===== src/rtl/alu_req_arb_pkg.sv =====
// Shared definitions for the ALU request arbiter: ALU function codes, FSM
// state encoding and the registered operation bundle.
package alu_req_arb_pkg;

    localparam logic [2:0] FUNC_ADD = 3'b000;
    localparam logic [2:0] FUNC_SUB = 3'b001;
    localparam logic [2:0] FUNC_AND = 3'b010;
    localparam logic [2:0] FUNC_NOR = 3'b011;
    localparam logic [2:0] FUNC_SLL = 3'b100;
    localparam logic [2:0] FUNC_SRL = 3'b101;
    localparam logic [2:0] FUNC_SRA = 3'b110;
    localparam logic [2:0] FUNC_LHB = 3'b111;

    typedef enum logic [1:0] {
        ST_IDLE = 2'b00,
        ST_EXEC = 2'b01,
        ST_RESP = 2'b10
    } arb_state_e;

    typedef struct packed {
        logic [2:0]  func;
        logic [3:0]  shamt;
        logic        padd;
        logic [15:0] src0;
        logic [15:0] src1;
    } alu_op_t;

    function automatic logic [15:0] sat_inc16(input logic [15:0] v);
        return (v == 16'hFFFF) ? v : v + 16'd1;
    endfunction

endpackage


===== src/rtl/alu_req_arb_rr_pick.sv =====
// Combinational round-robin picker: grants the first asserted request at or
// above ptr, wrapping around; reusable for any shared-resource arbiter.
module alu_req_arb_rr_pick #(
    parameter int NREQ = 2,
    parameter int IDW  = 1
) (
    input  logic [NREQ-1:0] req,
    input  logic [IDW-1:0]  ptr,
    output logic [NREQ-1:0] gnt,
    output logic [IDW-1:0]  gnt_id
);

    localparam logic [IDW:0] NREQ_W = (IDW+1)'(NREQ);

    logic [2*NREQ-1:0] req2_s;
    logic [NREQ-1:0]   rot_s;
    logic [IDW-1:0]    off_s;
    logic [IDW:0]      sum_s;
    logic              found_s;
    logic              hit_s;

    // Rotate requests so ptr sits at bit 0, find the first one, un-rotate the index
    always_comb begin
        req2_s  = {req, req};
        rot_s   = req2_s[ptr +: NREQ];
        off_s   = '0;
        found_s = 1'b0;
        hit_s   = 1'b0;
        for (int k = 0; k < NREQ; k++) begin
            hit_s   = rot_s[k] & ~found_s;
            off_s   = hit_s ? IDW'(k) : off_s;
            found_s = found_s | hit_s;
        end
        sum_s  = {1'b0, ptr} + {1'b0, off_s};
        gnt_id = (sum_s >= NREQ_W) ? IDW'(sum_s - NREQ_W) : sum_s[IDW-1:0];
        for (int j = 0; j < NREQ; j++) begin
            gnt[j] = found_s & (gnt_id == IDW'(j));
        end
    end

endmodule


===== src/rtl/alu_req_arb.sv =====
// Round-robin arbiter/sequencer sharing one 16-bit ALU between NREQ requesters.
// Optional performance counters are built when ALU_ARB_PERF_EN is defined.
module alu_req_arb
    import alu_req_arb_pkg::*;
#(
    parameter int  NREQ      = 2,
    parameter int  IDLE_ZERO = 1,
    localparam int IDW       = (NREQ <= 2) ? 1 : $clog2(NREQ)
) (
    input  logic                 clk,
    input  logic                 rst_n,
    input  logic [NREQ-1:0]      req_vld,
    output logic [NREQ-1:0]      req_rdy,
    input  logic [3*NREQ-1:0]    req_func,
    input  logic [4*NREQ-1:0]    req_shamt,
    input  logic [NREQ-1:0]      req_padd,
    input  logic [16*NREQ-1:0]   req_src0,
    input  logic [16*NREQ-1:0]   req_src1,
    output logic [2:0]           alu_func,
    output logic [3:0]           alu_shamt,
    output logic                 alu_padd,
    output logic [15:0]          alu_src0,
    output logic [15:0]          alu_src1,
    input  logic [15:0]          alu_dst,
    input  logic                 alu_ov,
    input  logic                 alu_zr,
    input  logic                 alu_neg,
    output logic                 rsp_vld,
    input  logic                 rsp_rdy,
    output logic [IDW-1:0]       rsp_id,
    output logic [15:0]          rsp_dst,
    output logic                 rsp_ov,
    output logic                 rsp_zr,
    output logic                 rsp_neg
`ifdef ALU_ARB_PERF_EN
    ,
    input  logic                 perf_clr,
    output logic [16*NREQ-1:0]   perf_grant_cnt,
    output logic [15:0]          perf_ov_cnt
`endif
);

    arb_state_e     state_q, state_d;
    logic [IDW-1:0] ptr_q, ptr_d;
    logic [IDW-1:0] id_q, id_d;
    alu_op_t        op_q, op_d;
    logic           rsp_vld_q, rsp_vld_d;
    logic [IDW-1:0] rsp_id_q, rsp_id_d;
    logic [15:0]    rsp_dst_q, rsp_dst_d;
    logic [2:0]     rsp_flg_q, rsp_flg_d;

    logic [NREQ-1:0] pick_gnt_s;
    logic [IDW-1:0]  pick_id_s;
    logic [IDW-1:0]  ptr_nxt_s;
    logic            xfer_s;
    alu_op_t         sel_op_s;
    logic            sel_hit_s;

    alu_req_arb_rr_pick #(
        .NREQ (NREQ),
        .IDW  (IDW)
    ) u_rr_pick (
        .req    (req_vld),
        .ptr    (ptr_q),
        .gnt    (pick_gnt_s),
        .gnt_id (pick_id_s)
    );

    // Grant only from IDLE; depends on state and req_vld alone
    always_comb begin
        req_rdy   = (state_q == ST_IDLE) ? pick_gnt_s : '0;
        xfer_s    = |(req_vld & req_rdy);
        ptr_nxt_s = (pick_id_s == IDW'(NREQ - 1)) ? '0 : pick_id_s + IDW'(1);
    end

    // Field mux for the round-robin winner
    always_comb begin
        sel_op_s  = '0;
        sel_hit_s = 1'b0;
        for (int j = 0; j < NREQ; j++) begin
            sel_hit_s      = (pick_id_s == IDW'(j));
            sel_op_s.func  = sel_hit_s ? req_func[3*j +: 3]   : sel_op_s.func;
            sel_op_s.shamt = sel_hit_s ? req_shamt[4*j +: 4]  : sel_op_s.shamt;
            sel_op_s.padd  = sel_hit_s ? req_padd[j]          : sel_op_s.padd;
            sel_op_s.src0  = sel_hit_s ? req_src0[16*j +: 16] : sel_op_s.src0;
            sel_op_s.src1  = sel_hit_s ? req_src1[16*j +: 16] : sel_op_s.src1;
        end
    end

    // Sequencer next-state: accept, execute for one cycle, then hold the response
    always_comb begin
        state_d   = state_q;
        ptr_d     = ptr_q;
        id_d      = id_q;
        op_d      = op_q;
        rsp_vld_d = rsp_vld_q;
        rsp_id_d  = rsp_id_q;
        rsp_dst_d = rsp_dst_q;
        rsp_flg_d = rsp_flg_q;
        case (state_q)
            ST_IDLE: begin
                if (xfer_s) begin
                    op_d    = sel_op_s;
                    id_d    = pick_id_s;
                    ptr_d   = ptr_nxt_s;
                    state_d = ST_EXEC;
                end else begin
                    state_d = ST_IDLE;
                end
            end
            ST_EXEC: begin
                rsp_dst_d = alu_dst;
                rsp_flg_d = {alu_ov, alu_zr, alu_neg};
                rsp_id_d  = id_q;
                rsp_vld_d = 1'b1;
                state_d   = ST_RESP;
            end
            ST_RESP: begin
                if (rsp_rdy) begin
                    rsp_vld_d = 1'b0;
                    state_d   = ST_IDLE;
                    // Zeroing the ALU inputs while idle stops operand toggling
                    if (IDLE_ZERO != 0) begin
                        op_d = '0;
                    end else begin
                        op_d = op_q;
                    end
                end else begin
                    state_d = ST_RESP;
                end
            end
            default: begin
                rsp_vld_d = 1'b0;
                state_d   = ST_IDLE;
            end
        endcase
    end

    // State, operation and response registers
    always_ff @(posedge clk or negedge rst_n) begin
        if (!rst_n) begin
            state_q   <= ST_IDLE;
            ptr_q     <= '0;
            id_q      <= '0;
            op_q      <= '0;
            rsp_vld_q <= 1'b0;
            rsp_id_q  <= '0;
            rsp_dst_q <= 16'h0000;
            rsp_flg_q <= 3'b000;
        end else begin
            state_q   <= state_d;
            ptr_q     <= ptr_d;
            id_q      <= id_d;
            op_q      <= op_d;
            rsp_vld_q <= rsp_vld_d;
            rsp_id_q  <= rsp_id_d;
            rsp_dst_q <= rsp_dst_d;
            rsp_flg_q <= rsp_flg_d;
        end
    end

    assign alu_func  = op_q.func;
    assign alu_shamt = op_q.shamt;
    assign alu_padd  = op_q.padd;
    assign alu_src0  = op_q.src0;
    assign alu_src1  = op_q.src1;
    assign rsp_vld   = rsp_vld_q;
    assign rsp_id    = rsp_id_q;
    assign rsp_dst   = rsp_dst_q;
    assign rsp_ov    = rsp_flg_q[2];
    assign rsp_zr    = rsp_flg_q[1];
    assign rsp_neg   = rsp_flg_q[0];

`ifdef ALU_ARB_PERF_EN
    logic [16*NREQ-1:0] grant_cnt_q;
    logic [15:0]        ov_cnt_q;

    // Saturating per-requester grant counters and overflow-in-EXEC counter
    always_ff @(posedge clk or negedge rst_n) begin
        if (!rst_n) begin
            grant_cnt_q <= '0;
            ov_cnt_q    <= 16'h0000;
        end else if (perf_clr) begin
            grant_cnt_q <= '0;
            ov_cnt_q    <= 16'h0000;
        end else begin
            for (int j = 0; j < NREQ; j++) begin
                if (xfer_s && (pick_id_s == IDW'(j))) begin
                    grant_cnt_q[16*j +: 16] <= sat_inc16(grant_cnt_q[16*j +: 16]);
                end
            end
            if ((state_q == ST_EXEC) && alu_ov) begin
                ov_cnt_q <= sat_inc16(ov_cnt_q);
            end
        end
    end

    assign perf_grant_cnt = grant_cnt_q;
    assign perf_ov_cnt    = ov_cnt_q;
`endif

endmodule


===== config.mk =====
export PLATFORM = sky130hd
export DESIGN_NAME = alu_req_arb
export DESIGN_NICKNAME = d
export VERILOG_FILES = /design/src/rtl/alu_req_arb_pkg.sv /design/src/rtl/alu_req_arb_rr_pick.sv /design/src/rtl/alu_req_arb.sv
export SDC_FILE = /design/constraint.sdc
export NUM_CORES = 1
export LEC_CHECK = 0
export ABC_AREA = 1
export BUFFER_PORTS_ARGS = -buffer_cell sky130_fd_sc_hd__buf_2
export CAP_MARGIN = 30
export CORE_UTILIZATION = 30
export DETAILED_ROUTE_END_ITERATION = 6
export GPL_TIMING_DRIVEN = 0
export PLACE_DENSITY = 0.63
export SLEW_MARGIN = 40
export SYNTH_ARGS = -nofsm -noshare
export SYNTH_HDL_FRONTEND = slang
export SYNTH_HIERARCHICAL = 1
export SYNTH_SLANG_ARGS = --single-unit

===== constraint.sdc =====
create_clock -name clk -period 3.6 [get_ports clk]
set_input_delay 0.72 -clock clk [delete_from_list [all_inputs] [get_ports clk]]
set_output_delay 0.72 -clock clk [all_outputs]
set_load 0.005 [all_outputs]

==> results_dict.tcl, run 1 <==
set metrics [dict create \
    path_cells "buf_2 > inv_1 > nor2_1 > nor2_1 > inv_1 > nor2_1 > buf_2" \
    io_pins 167 \
    final_cell_mix "230 x nand2_1, 184 x buf_2, 65 x dfrtp_1" \
    cp.depth 7 \
    fmax_ghz 0.4875 \
    crit_path_max_fanout 3 \
    drive_gt1_share_pct 34.97 \
    synth_largest_area_cell "dfrtp_1" \
    pwr_density_cell_nw_per_um2 766.4 \
    ir_drop_mv 0.2579 \
    synth_area_leaders "dfrtp_1 51%, nand2_1 27%, a21oi_1 6.6%" \
    drt-vias-per-instance 4.464 \
    required_ps 2880 \
    antenna_cells 0 \
    ys_seq_elements 65 \
    tns_ps 0 \
    cp-start-kind "input pin" \
    status "finished clean" \
    nets 712 \
    antenna_found_initial 0 \
    cts_buffers 9 \
    portBuffers 166 \
    finalCriticalPeriod_ps 2051 \
    vias 3339 \
    cts_tree "done" \
    yosys.cell_types.count 13 \
    die-area_um2 10990 \
    hold_buffers 0 \
    synth_top_area_share_pct 51.28 \
    worstMarginPinSlew_ps 429.0 \
    cts_root_buffer "clkbuf_8" \
    track_usage_pct 17.14 \
    critPathBufInv 4 \
    path_delay_family "buffers and inverters" \
    die_x_um 104.8 \
    power.total_mw 3.379 \
    ctsResizeCount 0 \
    cts_setup_buffers 0 \
    drt_iter0_drc 161 \
    grt-ovfl-total 0 \
    fillers 1119 \
    clk_path_buf_depth 2 \
    fin_crit_sh_pct 56.98 \
    grt_pass1_wl_um 14930 \
    slew_headroom_pct 71.40 \
    drt_pass1_iterations 4 \
    synth_nets 534 \
    num_rows 37 \
    crit_type "input pin to primary output" \
    cpMostUsedCell "nor2_1" \
    grt_pass1_vias 3175 \
    start_util_pct 30.86 \
    final_common_cell "nand2_1" \
    p_leak_nw 2.610 \
    worstSkewPairLatency_ps 330 \
    syn-cell-area_um2 3172 \
    grt_max_degree 41 \
    yosys_warnings 6 \
    rsz0062_at_grt "no" \
    slew_violations 0 \
    hold_viol 0 \
    setup_viol_count_final 0 \
    drc 0 \
    cp-end-kind "primary output" \
    areaGrowthSynthToFinish_pct 39.01 \
    wl_um 9096 \
    cts_sinks 65 \
    slowest_stage "buf_2" \
    gp_congestion 0.8026 \
    crit_arrival_ps 1330 \
    reg2reg_depth 9 \
    place.detailed.hpwl_um 6824 \
    synthCells 430 \
    htree_levels 3 \
    postSynthAreaPerCell_um2 7.376 \
    die_h_um 104.8 \
    coreArea_um2 10280 \
    cap_violations 0 \
    min_path_type "input pin to asynchronous set/reset pin" \
    ys_seq_area_share_pct 51.28 \
    wl_per_cell_um 12.16 \
    path_clk_slew_ps 70 \
    max_stage_delay_ps 120 \
    ant_nets 0 \
    skew_ps 8.129 \
]
[worst register-to-register path, delay by kind of cell (launching register included)]
kind | cells | cell delay [ps]
buffers and inverters | 3 | 550
AOI/OAI and AO/OA | 2 | 180
DFF | 1 | 420
and+or+nand+nor | 4 | 320
[synthesized netlist by cell type]
cell      number
nand2_2        3
inv_1         10
clkbuf_1       2
a21oi_1       42
o21ai_0        3
buf_4          8
buf_2         19
inv_2          1
nand2_1      230
nand3_1       40
nor2_1         6
dfrtp_1       65
nor2_4         1
[path summary, 6_finish.rpt]
check,start,to,slack (ps)
setup / recovery,req_vld[0],req_rdy[1],1550
hold / removal,rst_n,alu_src1[11],290
setup reg to reg,ptr_q,alu_func[1],2070
hold reg to reg,rsp_dst[0],rsp_dst[0],480
max in group asynchronous,rst_n,alu_src0[8],2780
min in group clk,rsp_dst[0],rsp_dst[0],480
[per-layer routing]
layer	global-route usage, %	wire length (µm)	vias to the layer above
met3	3.244	477	17
met2	28.10	4229	113
met4	6.439	150	0
li1	-	-	1702
met1	22.40	4238	1507
met5	0	0	-
[power by group]
part	leakage [nW]	internal [mW]	switching, mW	total [mW]
logic	1.68	0.623	0.856	1.48
registers	0.820	1.06	0.181	1.24
clock network	0.112	0.391	0.268	0.659
[sequential cells by signal (all words and copies together), names as in the netlist]
name       count
alu_func       3
ptr_q          1
rsp_id         1
rsp_vld        1
alu_shamt      4
alu_src0      16
alu_src1      16
rsp_dst       16
rsp_flg_q      3
state_q        2
alu_padd       1
id_q           1
[stage by stage]
step	hold WS [ps]	instance area (µm²)	setup WS [ps]	instances	utilization, %
floorplan	424.4	3172	1812	430	-
global placement	458.4	4173	1529	732	40.60
detailed placement	461.0	4195	1534	733	40.82
CTS	285.4	4409	1530	748	42.90
global route	298.7	4409	1447	748	42.90
finish	288.2	4409	1549	748	42.90
[layout make-up]
type	instances	area [µm²]	area share, %
flip-flops and latches	65	1627	36.89
clock inverters	2	35.03	0.7946
repair buffers	167	853.3	19.35
well taps	136	170.2	3.859
clock buffers	13	178.9	4.058
multi-input cells	325	1341	30.42
inverters	11	41.29	0.9364
plain buffers	29	162.7	3.689
[cells by family after synthesis]
| family | count (synthesis) | share of synthesized area [%] |
|---|---|---|
| compound gates | 45 | 7.100 |
| flops | 65 | 51.28 |
| simple gates | 280 | 35.19 |
| buf+inv | 40 | 6.430 |
No activity file was read; power rests on OpenSTA's default activity.
==> run 2, diff against run 1 <==
==> constraint.sdc (replaced) <==
create_clock -name clk -period 1.95 [get_ports clk]
set_input_delay 0.39 -clock clk [delete_from_list [all_inputs] [get_ports clk]]
set_output_delay 0.39 -clock clk [all_outputs]
set_load 0.005 [all_outputs]
==> results_dict.tcl, run 2 (same netlist as run 1, synthesis figures left out) <==
set metrics [dict create \
    hold_depth 3 \
    die_x_um 104.8 \
    slowest_stage "dfrtp_1" \
    cts_sinks 65 \
    cts_buffers 9 \
    power_frac_comb_pct 43.8 \
    cts_setup_buffers 0 \
    place.detailed.hpwl_um 6824 \
    fin_crit_sh_pct 83.47 \
    vias 3340 \
    drt-vias-per-instance 4.459 \
    wl_um 9093 \
    cap_violations 0 \
    hold_viol 0 \
    num_rows 37 \
    crit_type "flop to primary output" \
    finalCriticalPeriod_ps 1628 \
    portBuffers 166 \
    drt_pass1_iterations 4 \
    drt_iter0_drc 174 \
    power.total_mw 6.239 \
    reg2reg_depth 9 \
    crit_arrival_ps 1240 \
    crit_path_start "ptr_q" \
    r2r-end "alu_func[1]" \
    grt_max_degree 41 \
    slew_violations 0 \
    die-area_um2 10990 \
    p_leak_nw 2.614 \
    coreArea_um2 10280 \
    skew_ps 8.129 \
    power_switching_mw 2.407 \
    cp-start-kind "flop" \
    htree_levels 3 \
    worstMarginPinSlew_ps 429.0 \
    pwr_density_cell_nw_per_um2 1412 \
    die_h_um 104.8 \
    areaGrowthSynthToFinish_pct 39.33 \
    crit_path_max_fanout 5 \
    p_int_mw 3.831 \
    fmax_ghz 0.6144 \
    clkPwrFrac_pct 19.5 \
    cts_tree "done" \
    final_common_cell "nand2_1" \
    nets 713 \
    grt-ovfl-total 0 \
    antenna_cells 0 \
    grt_pass1_vias 3175 \
    cp-end-kind "primary output" \
    slew_headroom_pct 71.40 \
    antenna_found_initial 0 \
    setup_viol_count_final 0 \
    gp_congestion 0.8026 \
    clk_path_buf_depth 2 \
    status "finished clean" \
    worstSkewPairLatency_ps 330 \
    start_util_pct 30.86 \
    switching_share_pct 38.59 \
    r2r-start "ptr_q" \
    rsz0062_at_grt "no" \
    min_path_type "input pin to flop" \
    ir_drop_mv 0.4760 \
    path_cells "a21oi_1 > inv_1 > nor2_1 > buf_2" \
    wl_per_cell_um 12.14 \
    required_ps 1560 \
    rrSetupSlack_ps 420 \
    cts_root_buffer "clkbuf_8" \
    io_pins 167 \
    worstHoldEndpoint "rsp_dst[10]" \
    final_cell_mix "230 x nand2_1, 184 x buf_2, 65 x dfrtp_1" \
    ant_nets 0 \
    drc 0 \
    path_clk_slew_ps 70 \
    track_usage_pct 17.14 \
    max_stage_delay_ps 420 \
    grt_pass1_wl_um 14930 \
    drive_gt1_share_pct 34.91 \
    p_seq_share_pct 36.7 \
    tns_ps 0 \
    hold_start "alu_dst[10]" \
]
[run 2: cell types whose count changed in the layout (fill, tap and decap cells not counted)]
cell	before	now
dlygate4sd3_1	0	1
[run 2: critical path, delay by kind of cell, from the launching register on]
kind,cells,cell delay [ps]
DFF,1,420
buffers and inverters,2,180
and+or+nand+nor,1,100
AOI/OAI and AO/OA,1,220
[run 2: metrics by stage]
stage	area [µm²]	utilization (%)	hold WS, ps	worst slack, ps	cells
floorplan	3172	-	94.41	723.9	430
global placement	4173	40.60	458.4	228.3	732
detailed placement	4195	40.82	324.8	321.3	733
CTS	4419	43.00	229.9	282.1	749
global route	4419	43.00	242.9	167.0	749
finish	4419	43.00	253.1	322.3	749
[run 2: cell type report]
class	count	area [µm²]
Tap cell	136	170.2
Clock buffer	13	178.9
Inverter	11	41.29
Multi-Input combinational cell	325	1341
Sequential cell	65	1627
Fill cell	1120	5858
Clock inverter	2	35.03
Buffer	29	162.7
Timing Repair Buffer	168	863.3
[run 2: power by group through the flow]
| stage | Combinational [mW] | Clock (mW) | Sequential (mW) |
|---|---|---|---|
| global route | 3.12 | 1.31 | 2.37 |
| detailed placement | 2.77 | 0 | 2.31 |
| global placement | 2.70 | 0 | 2.30 |
| CTS | 2.78 | 1.26 | 2.30 |
| floorplan | 1.57 | 0 | 2.34 |
| finish | 2.73 | 1.22 | 2.29 |
[run 2: how the worst max path moves through the flow]
stage,to,slack (ps),depth (start not counted)
4_1_cts,req_rdy[0],280,4
3_5_place_dp,alu_src1[15],320,10
5_1_grt,req_rdy[1],170,4
6_report,req_rdy[0],320,4
2_1_floorplan,alu_func[0],720,9
3_3_place_gp,rsp_dst[15],230,1
[run 2: what timing repair did]
item	in CTS	in global routing
hold endpoints to repair	25	0
gates resized for setup	0	0
hold buffers	1	0
[run 2: layer usage]
layer / vias up / global-route usage, % / share of wire [%]
li1: 1704 / - / -
met4: 0 / 6.439 / 1.6
met3: 17 / 3.182 / 5.3
met1: 1504 / 22.44 / 46
met2: 115 / 28.10 / 47
met5: - / 0 / 0
